## src/rtl/onoff_pkg.sv

```systemverilog
// rtl/onoff_pkg.sv - shared FSM state and ON/OFF constants for onoff_driver
package onoff_pkg;

    typedef enum logic [1:0] {
        S_IDLE  = 2'd0,
        S_DRIVE = 2'd1,
        S_HOLD  = 2'd2
    } drv_state_t;

    localparam logic ST_OFF = 1'b0;
    localparam logic ST_ON  = 1'b1;

endpackage

```

## src/rtl/onoff_driver_if.sv

```systemverilog
// rtl/onoff_driver_if.sv - target-state command handshake between upstream and onoff_driver
interface onoff_driver_if #(
    parameter int HOLD_W = 8
);
    logic              tgt_valid;
    logic              tgt_ready;
    logic              tgt_state;
    logic [HOLD_W-1:0] tgt_hold;

    modport master (output tgt_valid, output tgt_state, output tgt_hold, input tgt_ready);
    modport slave  (input tgt_valid, input tgt_state, input tgt_hold, output tgt_ready);
endinterface

```

## src/rtl/onoff_checker.sv

```systemverilog
// rtl/onoff_checker.sv - downstream feedback checker, present only with ONOFF_DRV_CHECK_EN
`ifdef ONOFF_DRV_CHECK_EN
module onoff_checker #(
    parameter int ERR_W = 8
) (
    input  logic             clk,
    input  logic             rst_n,
    input  logic             fb_out_i,
    input  logic             model_i,
    output logic             mismatch_o,
    output logic [ERR_W-1:0] err_cnt_o,
    output logic             resync_o
);
    logic [ERR_W-1:0] err_cnt_q;

    // fb_out and model move on the same edge, so a plain same-cycle compare has no skew
    assign mismatch_o = rst_n && (fb_out_i != model_i);
    assign resync_o   = mismatch_o;
    assign err_cnt_o  = err_cnt_q;

    // Saturating count of mismatching cycles
    always_ff @(posedge clk or negedge rst_n) begin
        if (!rst_n) begin
            err_cnt_q <= '0;
        end else if (mismatch_o && (err_cnt_q != {ERR_W{1'b1}})) begin
            err_cnt_q <= err_cnt_q + 1'b1;
        end
    end
endmodule
`endif

```

## src/rtl/onoff_driver.sv

```systemverilog
// rtl/onoff_driver.sv - j/k pulse generator for the ON/OFF machine; checker enabled by ONOFF_DRV_CHECK_EN
module onoff_driver
    import onoff_pkg::*;
#(
    parameter int HOLD_W = 8,
    parameter int ERR_W  = 8
) (
    input  logic               clk,
    input  logic               reset,
    onoff_driver_if.slave      tgt,
    output logic               j,
    output logic               k,
    input  logic               fb_out,
    output logic               busy,
    output logic               done,
    output logic               model,
    output logic               mismatch,
    output logic [ERR_W-1:0]   err_cnt
);
    localparam logic [HOLD_W-1:0] HOLD_ONE = {{(HOLD_W-1){1'b0}}, 1'b1};

    drv_state_t        state_q;
    logic              tgt_q;
    logic [HOLD_W-1:0] cnt_q;
    logic              model_q;
    logic              done_q;
    logic              resync;

`ifdef ONOFF_DRV_CHECK_EN
    onoff_checker #(.ERR_W(ERR_W)) u_checker (
        .clk        (clk),
        .rst_n      (reset),
        .fb_out_i   (fb_out),
        .model_i    (model_q),
        .mismatch_o (mismatch),
        .err_cnt_o  (err_cnt),
        .resync_o   (resync)
    );
`else
    logic unused_fb;
    assign unused_fb = fb_out;
    assign resync    = 1'b0;
    assign mismatch  = 1'b0;
    assign err_cnt   = '0;
`endif

    // Pulses come straight from the state and latched target so DRIVE and j/k coincide
    assign j             = (state_q == S_DRIVE) && (tgt_q == ST_ON);
    assign k             = (state_q == S_DRIVE) && (tgt_q == ST_OFF);
    assign tgt.tgt_ready = (state_q == S_IDLE);
    assign busy          = (state_q != S_IDLE);
    assign done          = done_q;
    assign model         = model_q;

    // Command FSM, hold counter and downstream-state model
    always_ff @(posedge clk or negedge reset) begin
        if (!reset) begin
            state_q <= S_IDLE;
            tgt_q   <= ST_OFF;
            cnt_q   <= '0;
            model_q <= ST_OFF;
            done_q  <= 1'b0;
        end else begin
            done_q <= 1'b0;
            case (state_q)
                S_IDLE: begin
                    if (tgt.tgt_valid) begin
                        tgt_q <= tgt.tgt_state;
                        cnt_q <= tgt.tgt_hold;
                        if (tgt.tgt_state != model_q) begin
                            state_q <= S_DRIVE;
                        end else if (tgt.tgt_hold != '0) begin
                            state_q <= S_HOLD;
                        end else begin
                            done_q <= 1'b1;
                        end
                    end
                end
                S_DRIVE: begin
                    if (cnt_q != '0) begin
                        state_q <= S_HOLD;
                    end else begin
                        state_q <= S_IDLE;
                        done_q  <= 1'b1;
                    end
                end
                S_HOLD: begin
                    // Only ever loaded nonzero, so the count reaches 1 before it could wrap
                    if (cnt_q == HOLD_ONE) begin
                        state_q <= S_IDLE;
                        done_q  <= 1'b1;
                    end else begin
                        cnt_q <= cnt_q - 1'b1;
                    end
                end
                default: state_q <= S_IDLE;
            endcase

            // The pulse just issued defines the new downstream state; otherwise follow feedback
            if (state_q == S_DRIVE) begin
                model_q <= tgt_q;
            end else if (resync) begin
                model_q <= ~model_q;
            end
        end
    end
endmodule
```

## src/flat_wrapper.sv

```systemverilog
// flat-port wrapper written by rule: the top's interface ports become plain ports
module onoff_driver_flat import onoff_pkg::*;
#(
    parameter int HOLD_W = 8,
    parameter int ERR_W  = 8
)
  (clk, reset, j, k, fb_out, busy, done, model, mismatch, err_cnt, tgt_tgt_valid, tgt_tgt_state, tgt_tgt_hold, tgt_tgt_ready);
  onoff_driver_if #(.HOLD_W(HOLD_W)) tgt_i ();
  input  logic clk;
  input  logic reset;
  output logic j;
  output logic k;
  input  logic fb_out;
  output logic busy;
  output logic done;
  output logic model;
  output logic mismatch;
  output logic [ERR_W-1:0] err_cnt;
  input wire logic [$bits(tgt_i.tgt_valid)-1:0] tgt_tgt_valid;
  input wire logic [$bits(tgt_i.tgt_state)-1:0] tgt_tgt_state;
  input wire logic [$bits(tgt_i.tgt_hold)-1:0] tgt_tgt_hold;
  output wire logic [$bits(tgt_i.tgt_ready)-1:0] tgt_tgt_ready;
  assign tgt_i.tgt_valid = tgt_tgt_valid;
  assign tgt_i.tgt_state = tgt_tgt_state;
  assign tgt_i.tgt_hold = tgt_tgt_hold;
  assign tgt_tgt_ready = tgt_i.tgt_ready;
  onoff_driver #(.HOLD_W(HOLD_W), .ERR_W(ERR_W)) u_core (.clk(clk), .reset(reset), .tgt(tgt_i), .j(j), .k(k), .fb_out(fb_out), .busy(busy), .done(done), .model(model), .mismatch(mismatch), .err_cnt(err_cnt));
endmodule
```

## config.mk

```make
export PLATFORM = sky130hd
export DESIGN_NAME = onoff_driver_flat
export DESIGN_NICKNAME = d
export VERILOG_FILES = /design/src/rtl/onoff_pkg.sv /design/src/rtl/onoff_driver_if.sv /design/src/rtl/onoff_checker.sv /design/src/rtl/onoff_driver.sv /design/src/flat_wrapper.sv
export SDC_FILE = /design/constraint.sdc
export NUM_CORES = 1
export LEC_CHECK = 0
export BUFFER_PORTS_ARGS = -buffer_cell sky130_fd_sc_hd__buf_2
export CAP_MARGIN = 30
export CORE_UTILIZATION = 44
export DETAILED_ROUTE_END_ITERATION = 8
export GPL_TIMING_DRIVEN = 0
export PLACE_DENSITY = 0.73
export SLEW_MARGIN = 20
export SYNTH_ARGS = -nofsm -noshare
export SYNTH_HDL_FRONTEND = slang
export SYNTH_HIERARCHICAL = 1
export SYNTH_SLANG_ARGS = --single-unit
```

## constraint.sdc

```tcl
create_clock -name clk -period 1.4 [get_ports clk]
set_input_delay 0.42 -clock clk [delete_from_list [all_inputs] [get_ports clk]]
set_output_delay 0.42 -clock clk [all_outputs]
set_load 0.005 [all_outputs]
```

Word level (Yosys, flattened, before mapping). Cells that the tools add are included.

Flip-flop bits (word level): 13. Output and inout bits: 15.

Bitwise operators: 1. Add/subtract/negate cells: 1. Eq/ne operators: 8. Multiplexer cells: 15. Reduce and logical (&&, ||, !) cells: 10.

Operator list (count): 2-to-1 mux 8 bit (2); one-hot mux 8 bit (2 select lines) (1); nonzero test 8 bit (2); 2-to-1 mux 2 bit (5); == test 8 x 1 -> 1 bit (second input constant) (1); subtractor 8 x 1 -> 8 bit (second input constant) (1); one-hot mux 2 bit (3 select lines) (1); AND reduction 3 bit (2); 2-to-1 mux 1 bit (5); != test 2 bit (second input constant) (2); nonzero test 2 bit (2); != test 3 x 1 -> 1 bit (second input constant) (1); one-hot mux 1 bit (3 select lines) (1); == test 2 x 1 -> 1 bit (second input constant) (1); == test 2 bit (second input constant) (1); logical AND 1 bit (2); logical NOT 2 bit (1); != test 2 x 1 -> 1 bit (second input constant) (1); AND reduction 2 bit (1); != test 1 bit (1); inverter 1 bit (1).

Logic depth before layout (Yosys ltp). Gate-level depths: netlist of the first run.

Depth after elaboration: 5. Gate-level depth with buffers: 6.

Least setup slack after synthesis of the first run. Ideal clock, no wire load.

Path type: reg2reg. From: register u_core.cnt_q[0]. To: register u_core.cnt_q[7]. Data arrival time: 1.324 ns. Clock period less this slack: 1.448 ns. Library setup time: 0.124 ns. Setup slack: -0.048 ns. Stages on the path, launching flop included: 5. Data required time: 1.276 ns. Path through: dfrtp_1 -> or4_4 -> nor4_4 -> o21ai_0 -> o2bb2ai_1.

Word-level cells in the longest chain between the ends: 3. Elaborated cells on any way between the ends: 6.

Ends and longest elaborated chain: start, declared (line onoff_driver.sv:24) `logic [HOLD_W-1:0] cnt_q;`; start signal, assigned (line onoff_driver.sv:69) `cnt_q <= tgt.tgt_hold;`; start signal, assigned (line onoff_driver.sv:93) `cnt_q <= cnt_q - 1'b1;`; subtractor 8 x 1 -> 8 bit / == test 8 x 1 -> 1 bit (equally long branches) (line onoff_driver.sv:93, onoff_driver.sv:89); 2-to-1 mux 8 bit / != test 2 bit (equally long branches); one-hot mux 8 bit (2 select lines) / AND reduction 3 bit (equally long branches).

Several ways; a longest one is shown, not always the timed one. The select of a mux whose other input is x is not followed. A chain may end at the register's enable or synchronous reset.

Worst setup path after layout of the first run.
From: register u_core.cnt_q[2]. To: register u_core.cnt_q[5].

The elaborated chain is that of the path after synthesis.

==> flow_summary.toml, run 1 <==
[setup_path]
criticalPathCategory = "register to register"
worstPathMaxFanout = 3
crit_buf_inv = 1
crit_required_ns = 1.56
cp-start-kind = "register"
critPathCaptureType = "register"
critPathArrivalTime_ns = 1.74
critical-path-top-delay-family = "simple AND/OR/NAND/NOR gates"
path_cells = "or4_4 > buf_4 > o32ai_2 > a21oi_1"
cp_slowest_cell = "or4_4"
reg2reg_slack_ns = -0.19
max_stage_delay_ns = 0.58

[layout]
drive_gt1_frac = 0.5035
final_cell_mix = "buf_4, buf_2, conb_1"
diodes = 0
mostFrequentLayoutCell = "buf_4"
stdcell_count = 166
fill_cells = 144
final_core_utilization = 0.7167
fin_nets = 158
area_growth_pct = 46.18

[route]
initialDrtViolationCount = 32
ant_nets = 0
dr.pass1.iters = 4
wirelength_um = 2336
wl_per_cell_um = 14.07
drc_errors = 0
vias = 919
via_per_inst = 5.536

[timing]
slew_viol_final = 0
finalSetupTns_ns = -1.251
period_share = 1.133
clock-skew-final_ns = 0.001265
final-setup-viol-count = 13
fin_ws_ns = -0.1855
rsz0062_at_grt = "true"
hold_viol_final = 0
min_period_ns = 1.586
max_freq_ghz = 0.6307

[pwr]
leakage_nw = 0.5798
ir_worst_vdd_mv = 1.039
p_per_area_mw_per_mm2 = 1823

[place]
place_inst = 149
gp_congestion = 0.8137
place_hpwl_um = 1473
io_buffers = 17

[cts]
clockBufferDepth = 2
cts_sinks = 13
cts_tree = "yes"
clock-root-buffer = "clkbuf_4"
clk_pin_slew_worst_paths_ns = 0.08
holdBufCountCts = 0
clk_latency_ns = 0.27
htreeDepth = 1
cts_buffers = 3

[yosys]
yosysWarnings = 6
syn_area_per_cell_um2 = 8.923
netlist_top_cells_area = "dfrtp_1, buf_4, o21ai_0, ha_1, nor2_1"
syn_area_um2 = 883.3
ys_seq_area_frac = 0.3683
yosysTopAreaCell = "dfrtp_1"
ys_seq_elements = 13
synth.distinct_cells = 36
synth_cells = 99
synth_top_cell_area_share = 0.3683

[min_path]
hp-class = "primary input to async pin"

[floorplanning]
placement_rows = 15
start_util = 0.4903
die_area_mm2 = 0.002191
chipHeight_um = 46.81
ios = 28
die_w_um = 46.81
coreArea_mm2 = 0.001802

[run_status]
status = "finished with violations"
violations = "negative setup slack"

[run]
cap_viol_max_count = 0

[global_routing]
grt_pass1_wl_um = 3346
grt_max_degree = 14
grt_pass1_vias = 778
antenna_found_initial = 0
grt_usage = 0.2166
grt_overflow = 0
## what timing repair did
action                                  in CTS  in global routing
resized for setup                           24                 14
buffers inserted                             6                  7
endpoints found under the setup margin      12                 13
pin swaps                                    4                  3
cloned                                       0                  1
## worst paths after layout
path                                 startpoint  depth (start not counted)              end
max in group asynchronous                 reset                          1  u_core/cnt_q[2]
worst min-delay path                      reset                          1  u_core/cnt_q[4]
worst max register to register  u_core/cnt_q[2]                          4  u_core/cnt_q[5]
min in group clk                  tgt_tgt_state                          2     u_core/tgt_q
worst min register to register     u_core/model                          1     u_core/model
worst max-delay path            u_core/cnt_q[2]                          4  u_core/cnt_q[5]
## cell type report
cell class	count	area [um2]	share of cell area
multi-input cells	80	621.8	0.4816
well taps	25	31.28	0.02422
repair buffers	30	186.4	0.1444
plain buffers	11	82.58	0.06395
flip-flops and latches	13	331.6	0.2568
inverters	3	11.26	0.008721
clock buffers	4	26.28	0.02035
## Yosys cell counts
cell type,n
nor3_1,2
and3_1,1
nand3_1,3
nand2b_1,1
nor4_4,1
o211ai_1,1
a41oi_1,1
ha_1,3
nor3b_1,2
nor3_2,1
a21oi_1,6
a222oi_1,1
o22ai_1,1
o21bai_1,1
buf_2,2
o2bb2ai_1,1
mux2_2,2
nor2_1,9
or4_4,1
a41o_2,1
conb_1,1
buf_4,9
nor2b_1,3
nand2_1,5
xnor2_1,1
dfrtp_1,13
buf_1,1
a21boi_0,1
o21ai_0,12
inv_1,3
mux2i_1,1
o32ai_1,1
a22oi_1,3
and2_1,1
nor4_1,2
a31o_2,1
## worst register-to-register path, delay by kind of cell (launching register included)
kind | cells | cell delay (ns)
simple gates | 1 | 0.58
flops | 1 | 0.43
compound gates | 2 | 0.28
buf+inv | 1 | 0.17
## per-layer routing
| layer | wire, um | vias up | GRT usage |
|---|---|---|---|
| li1 | - | 433 | - |
| met1 | 964 | 442 | 0.2692 |
| met2 | 1193 | 42 | 0.3833 |
| met3 | 172 | 2 | 0.05769 |
| met4 | 6 | 0 | 0.03429 |
| met5 | 0 | - | 0 |
## report_power, final
part	switching (mW)	total, mW	internal, mW
combinational	0.690	1.33	0.641
sequential	0.247	0.793	0.546
clock	0.119	0.230	0.110
## cells by family (layout without fill, tap and decap cells)
kind of cell | Yosys count | after routing | share of synthesized area
and+or+nand+nor | 32 | 32 | 0.2096
xor gates and xnor gates | 1 | 1 | 0.009917
other | 1 | 9 | 0.004245
AOI/OAI and AO/OA | 31 | 32 | 0.2238
buffers and inverters | 15 | 48 | 0.1048
adders and majority gates | 3 | 3 | 0.04250
muxes | 3 | 3 | 0.03683
DFF | 13 | 13 | 0.3683
## stage by stage
stage	power, mW	setup slack, ns	instance area (um2)	hold WS, ns
2_1_floorplan	1.374	-0.03421	920.9	0.1244
3_3_place_gp	1.551	-0.2112	1037	0.3249
3_5_place_dp	1.610	-0.2892	1037	0.3274
4_1_cts	2.062	-0.1632	1179	0.02050
5_1_grt	2.520	-0.2345	1291	0.03233
6_report	2.353	-0.1855	1291	0.02498
## state kept, by name (all words and copies together) (netlist names)
name / cells
u_core/model: 1
u_core/done: 1
u_core/tgt_q: 1
u_core/cnt_q: 8
u_core/state_q: 2
Note: power is estimated with default switching activity, not from simulation.
==> inputs of run 2 (changes only) <==
Settings changed: CORE_MARGIN from default to 2, PLACE_DENSITY 0.73 to 0.77.
==> run 2 against run 1 <==
The run still ends with negative setup slack left. Global-route usage shrank 1.9 points. Clock power rose by 10%. Sequential share of layout area about the same. Critical path type is now register to primary output.
==> flow_summary.toml, run 2 (synthesis gave the netlist of run 1 again) <==
[run_status]
status = "finished with violations"
violations = "negative setup slack"

[cts]
clock-root-buffer = "clkbuf_4"
cts_sinks = 13
clk_latency_ns = 0.29
holdBufCountCts = 0
cts_tree = "yes"
htreeDepth = 1
clk_pin_slew_worst_paths_ns = 0.09
clockBufferDepth = 2
cts_buffers = 3

[global_routing]
grt_max_degree = 14
grt_usage = 0.1974
grt_overflow = 0
antenna_found_initial = 0
grt_pass1_wl_um = 3670
grt_pass1_vias = 837

[layout]
stdcell_count = 167
fin_nets = 157
regMostFlops = "u_core/cnt_q"
fin_area_mm2 = 0.001289
drive_gt1_frac = 0.5214
top_regs = "u_core/cnt_q x8, u_core/state_q x2"
final_core_utilization = 0.6706
area_growth_pct = 45.89
final_cell_mix = "buf_4, buf_2, o21ai_1"
diodes = 0
mostFrequentLayoutCell = "buf_4"
largest_register_ffs = 8

[timing]
holdWs_ns = 0.004455
final-setup-viol-count = 14
min_period_ns = 1.565
period_share = 1.118
rsz0062_at_grt = "true"
hold_viol_final = 0
fin_ws_ns = -0.1648
max_freq_ghz = 0.6391
slew_viol_final = 0
finalSetupTns_ns = -1.084
clock-skew-final_ns = 0.002532

[pwr]
p_sw_mw = 1.090
comb_power_share = 0.559
switching_share = 0.4578
leakage_nw = 0.5776
p_seq_frac = 0.334
intPower_mw = 1.291
clock_power_share = 0.106
p_per_area_mw_per_mm2 = 1847
finalPower_mw = 2.381
ir_worst_vdd_mv = 1.121

[route]
via_per_inst = 5.635
dr.pass1.iters = 4
drc_errors = 0
wirelength_um = 2479
met1Wirelength_um = 964
wl_per_cell_um = 14.84
met3_length_um = 206
top_layer_used = "met4"
vias = 941
ant_nets = 0
wl_met2_um = 1214
initialDrtViolationCount = 55

[setup_path]
cp-start-kind = "register"
critPathArrivalTime_ns = 1.14
worstPathMaxFanout = 5
critPathCaptureType = "primary output"
criticalPathCategory = "register to primary output"
reg2reg_slack_ns = -0.13
crit_required_ns = 0.98

[floorplanning]
coreArea_mm2 = 0.001922
die_area_mm2 = 0.002382
start_util = 0.4596
die_w_um = 48.81
chipHeight_um = 48.81
placement_rows = 16
ios = 28

[place]
gp_congestion = 0.8270
place_inst = 151
place_hpwl_um = 1450
place_area_mm2 = 0.001040
io_buffers = 17
place_ws_ns = -0.2791

[min_path]
hp-class = "primary input to async pin"

[run]
cap_viol_max_count = 0
[run 2: power groups by stage]
stage	clock [mW]	sequential (mW)	combinational [mW]
floorplan	0	0.692	0.683
global placement	0	0.720	0.832
detailed placement	0	0.730	0.871
CTS	0.236	0.768	1.04
global route	0.273	0.817	1.44
finish	0.253	0.796	1.33
[run 2: layout make-up]
class | instances | area, um2
Inverter | 3 | 11.26
Tap cell | 27 | 33.78
Sequential cell | 13 | 331.6
Timing Repair Buffer | 29 | 181.4
Multi-Input combinational cell | 80 | 624.3
Buffer | 11 | 80.08
Clock buffer | 4 | 26.28
Fill cell | 152 | 633.1
[run 2: routing by layer]
layer / vias up / track usage
met5: - / 0
met4: 0 / 0.1048
met3: 12 / 0.03988
met2: 57 / 0.3333
met1: 439 / 0.2361
li1: 433 / -
[run 2: final timing paths]
path | startpoint | to | cells after the start
worst min-delay path | reset | u_core/cnt_q[0] | 1
worst max-delay path | u_core/state_q[1] | j | 3
min in group clk | tgt_tgt_state | u_core/tgt_q | 2
worst min register to register | u_core/model | u_core/model | 1
max in group asynchronous | reset | u_core/state_q[0] | 1
worst max register to register | u_core/cnt_q[1] | u_core/cnt_q[7] | 4
[run 2: repair_timing]
action,in CTS,in global routing
gates cloned,1,0
setup buffers,6,6
hold endpoints to repair,0,0
setup endpoints to repair,12,13
resized for setup,26,18
pin swaps,0,6
[run 2: worst max-delay path, cell delays in order, from the launching register on]
cell and delay [ns]:
dfrtp_2 0.47, nor2b_4 0.15, and2_4 0.16, buf_6 0.08
==> inputs of run 3 (changes only) <==
Settings changed: PLACE_DENSITY 0.77 to 0.73.
==> run 3 against run 2 <==
Power is 9.4% higher. The flow still finishes with violations (negative setup slack). Via count grew 3.0%. Sequential power decreased by 6.5%.
==> flow_summary.toml, run 3 (synthesis gave the netlist of run 1 again) <==
[pwr]
leakage_nw = 0.5989
finalPower_mw = 2.606
p_seq_frac = 0.286
comb_power_share = 0.619
p_per_area_mw_per_mm2 = 1916
clock_power_share = 0.095
p_sw_mw = 1.167
ir_worst_vdd_mv = 1.339
intPower_mw = 1.438
switching_share = 0.4480

[timing]
max_freq_ghz = 0.6369
min_period_ns = 1.570
period_share = 1.122
fin_ws_ns = -0.1702
finalSetupTns_ns = -1.316
rsz0062_at_grt = "true"
clock-skew-final_ns = 0.001584
final-setup-viol-count = 13
hold_viol_final = 0
slew_viol_final = 0

[run]
cap_viol_max_count = 0

[floorplanning]
ios = 28
coreArea_mm2 = 0.001922
placement_rows = 16
chipHeight_um = 48.81
start_util = 0.4596
die_w_um = 48.81
die_area_mm2 = 0.002382

[layout]
final_cell_mix = "buf_4, buf_2, o21ai_1, conb_1, nor2_1"
area_growth_pct = 53.97
stdcell_count = 170
regMostFlops = "u_core/cnt_q"
diodes = 0
drive_gt1_frac = 0.5455
mostFrequentLayoutCell = "buf_4"
largest_register_ffs = 8
top_regs = "u_core/cnt_q x8, u_core/state_q x2"
fin_nets = 160

[route]
wl_per_cell_um = 16.08
initialDrtViolationCount = 69
drc_errors = 0
wirelength_um = 2734
via_per_inst = 5.700
vias = 969
dr.pass1.iters = 4
ant_nets = 0

[cts]
cts_sinks = 13
cts_tree = "yes"
cts_buffers = 3
htreeDepth = 1
clk_pin_slew_worst_paths_ns = 0.08
holdBufCountCts = 0
clock-root-buffer = "clkbuf_4"
clockBufferDepth = 2
clk_latency_ns = 0.29

[place]
place_inst = 151
place_hpwl_um = 1448
place_ws_ns = -0.2555
gp_congestion = 0.8236
io_buffers = 17

[setup_path]
critPathArrivalTime_ns = 1.15
critPathCaptureType = "primary output"
worstPathMaxFanout = 4
criticalPathCategory = "register to primary output"
crit_required_ns = 0.98
cp-start-kind = "register"

[global_routing]
grt_max_degree = 14
grt_overflow = 0
grt_pass1_wl_um = 3891
grt_usage = 0.2083
grt_pass1_vias = 867
antenna_found_initial = 0

[run_status]
status = "finished with violations"
violations = "negative setup slack"

[min_path]
hp-class = "primary input to async pin"
[run 3: metrics by stage]
step / util / hold WS, ns / instance area [um2]
floorplan: - / 0.1244 / 920.9
global placement: 0.5410 / 0.3208 / 1040
detailed placement: 0.5410 / 0.3237 / 1040
global route: 0.7077 / 0.02385 / 1360
CTS: 0.6426 / 0.02261 / 1235
finish: 0.7077 / 0.009250 / 1360
[run 3: critical path, stage by stage, from the launching register on]
cell and delay (ns):
dfrtp_2 0.46, nor2b_4 0.15, nor2b_4 0.14, buf_2 0.11
[run 3: layout make-up]
cell class	instances	area, um2
fill	145	561.8
sequential	13	332.8
multi-input combinational	80	648.1
timing repair buffer	32	225.2
buffer	11	80.08
clock buffer	4	26.28
tap	27	33.78
inverter	3	13.76
[run 3: repair_timing]
| item | in CTS | in global routing |
|---|---|---|
| pin swaps | 4 | 6 |
| endpoints found under the setup margin | 12 | 13 |
| hold endpoints to repair | 0 | 0 |
| cloned | 1 | 0 |
| resized for setup | 28 | 25 |
| buffers inserted | 8 | 7 |
[run 3: final timing paths]
check                                   from                 to  slack (ns)  cells after the start
setup / recovery           u_core/state_q[1]                  k       -0.17                      3
hold / removal                         reset    u_core/cnt_q[2]       0.009                      1
setup reg to reg             u_core/cnt_q[3]    u_core/cnt_q[0]       -0.13                      5
hold reg to reg              u_core/cnt_q[3]    u_core/cnt_q[3]        0.55                      2
max in group asynchronous              reset  u_core/state_q[0]        1.13                      1
min in group clk               tgt_tgt_state       u_core/tgt_q        0.41                      2
[run 3: power by group through the flow]
stage	Sequential [mW]	Combinational (mW)	Clock, mW
2_1_floorplan	0.692	0.683	0
6_report	0.744	1.61	0.248
4_1_cts	0.775	1.17	0.243
3_3_place_gp	0.720	0.837	0
3_5_place_dp	0.731	0.875	0
5_1_grt	0.772	1.72	0.269
[run 3: metal layers]
layer  global-route usage  routed length [um]  vias up
met1               0.2595                1028      449
met4              0.09048                 136        0
met3              0.01227                 225       13
li1                     -                   -      445
met2               0.3721                1344       62
met5                    0                   0        -
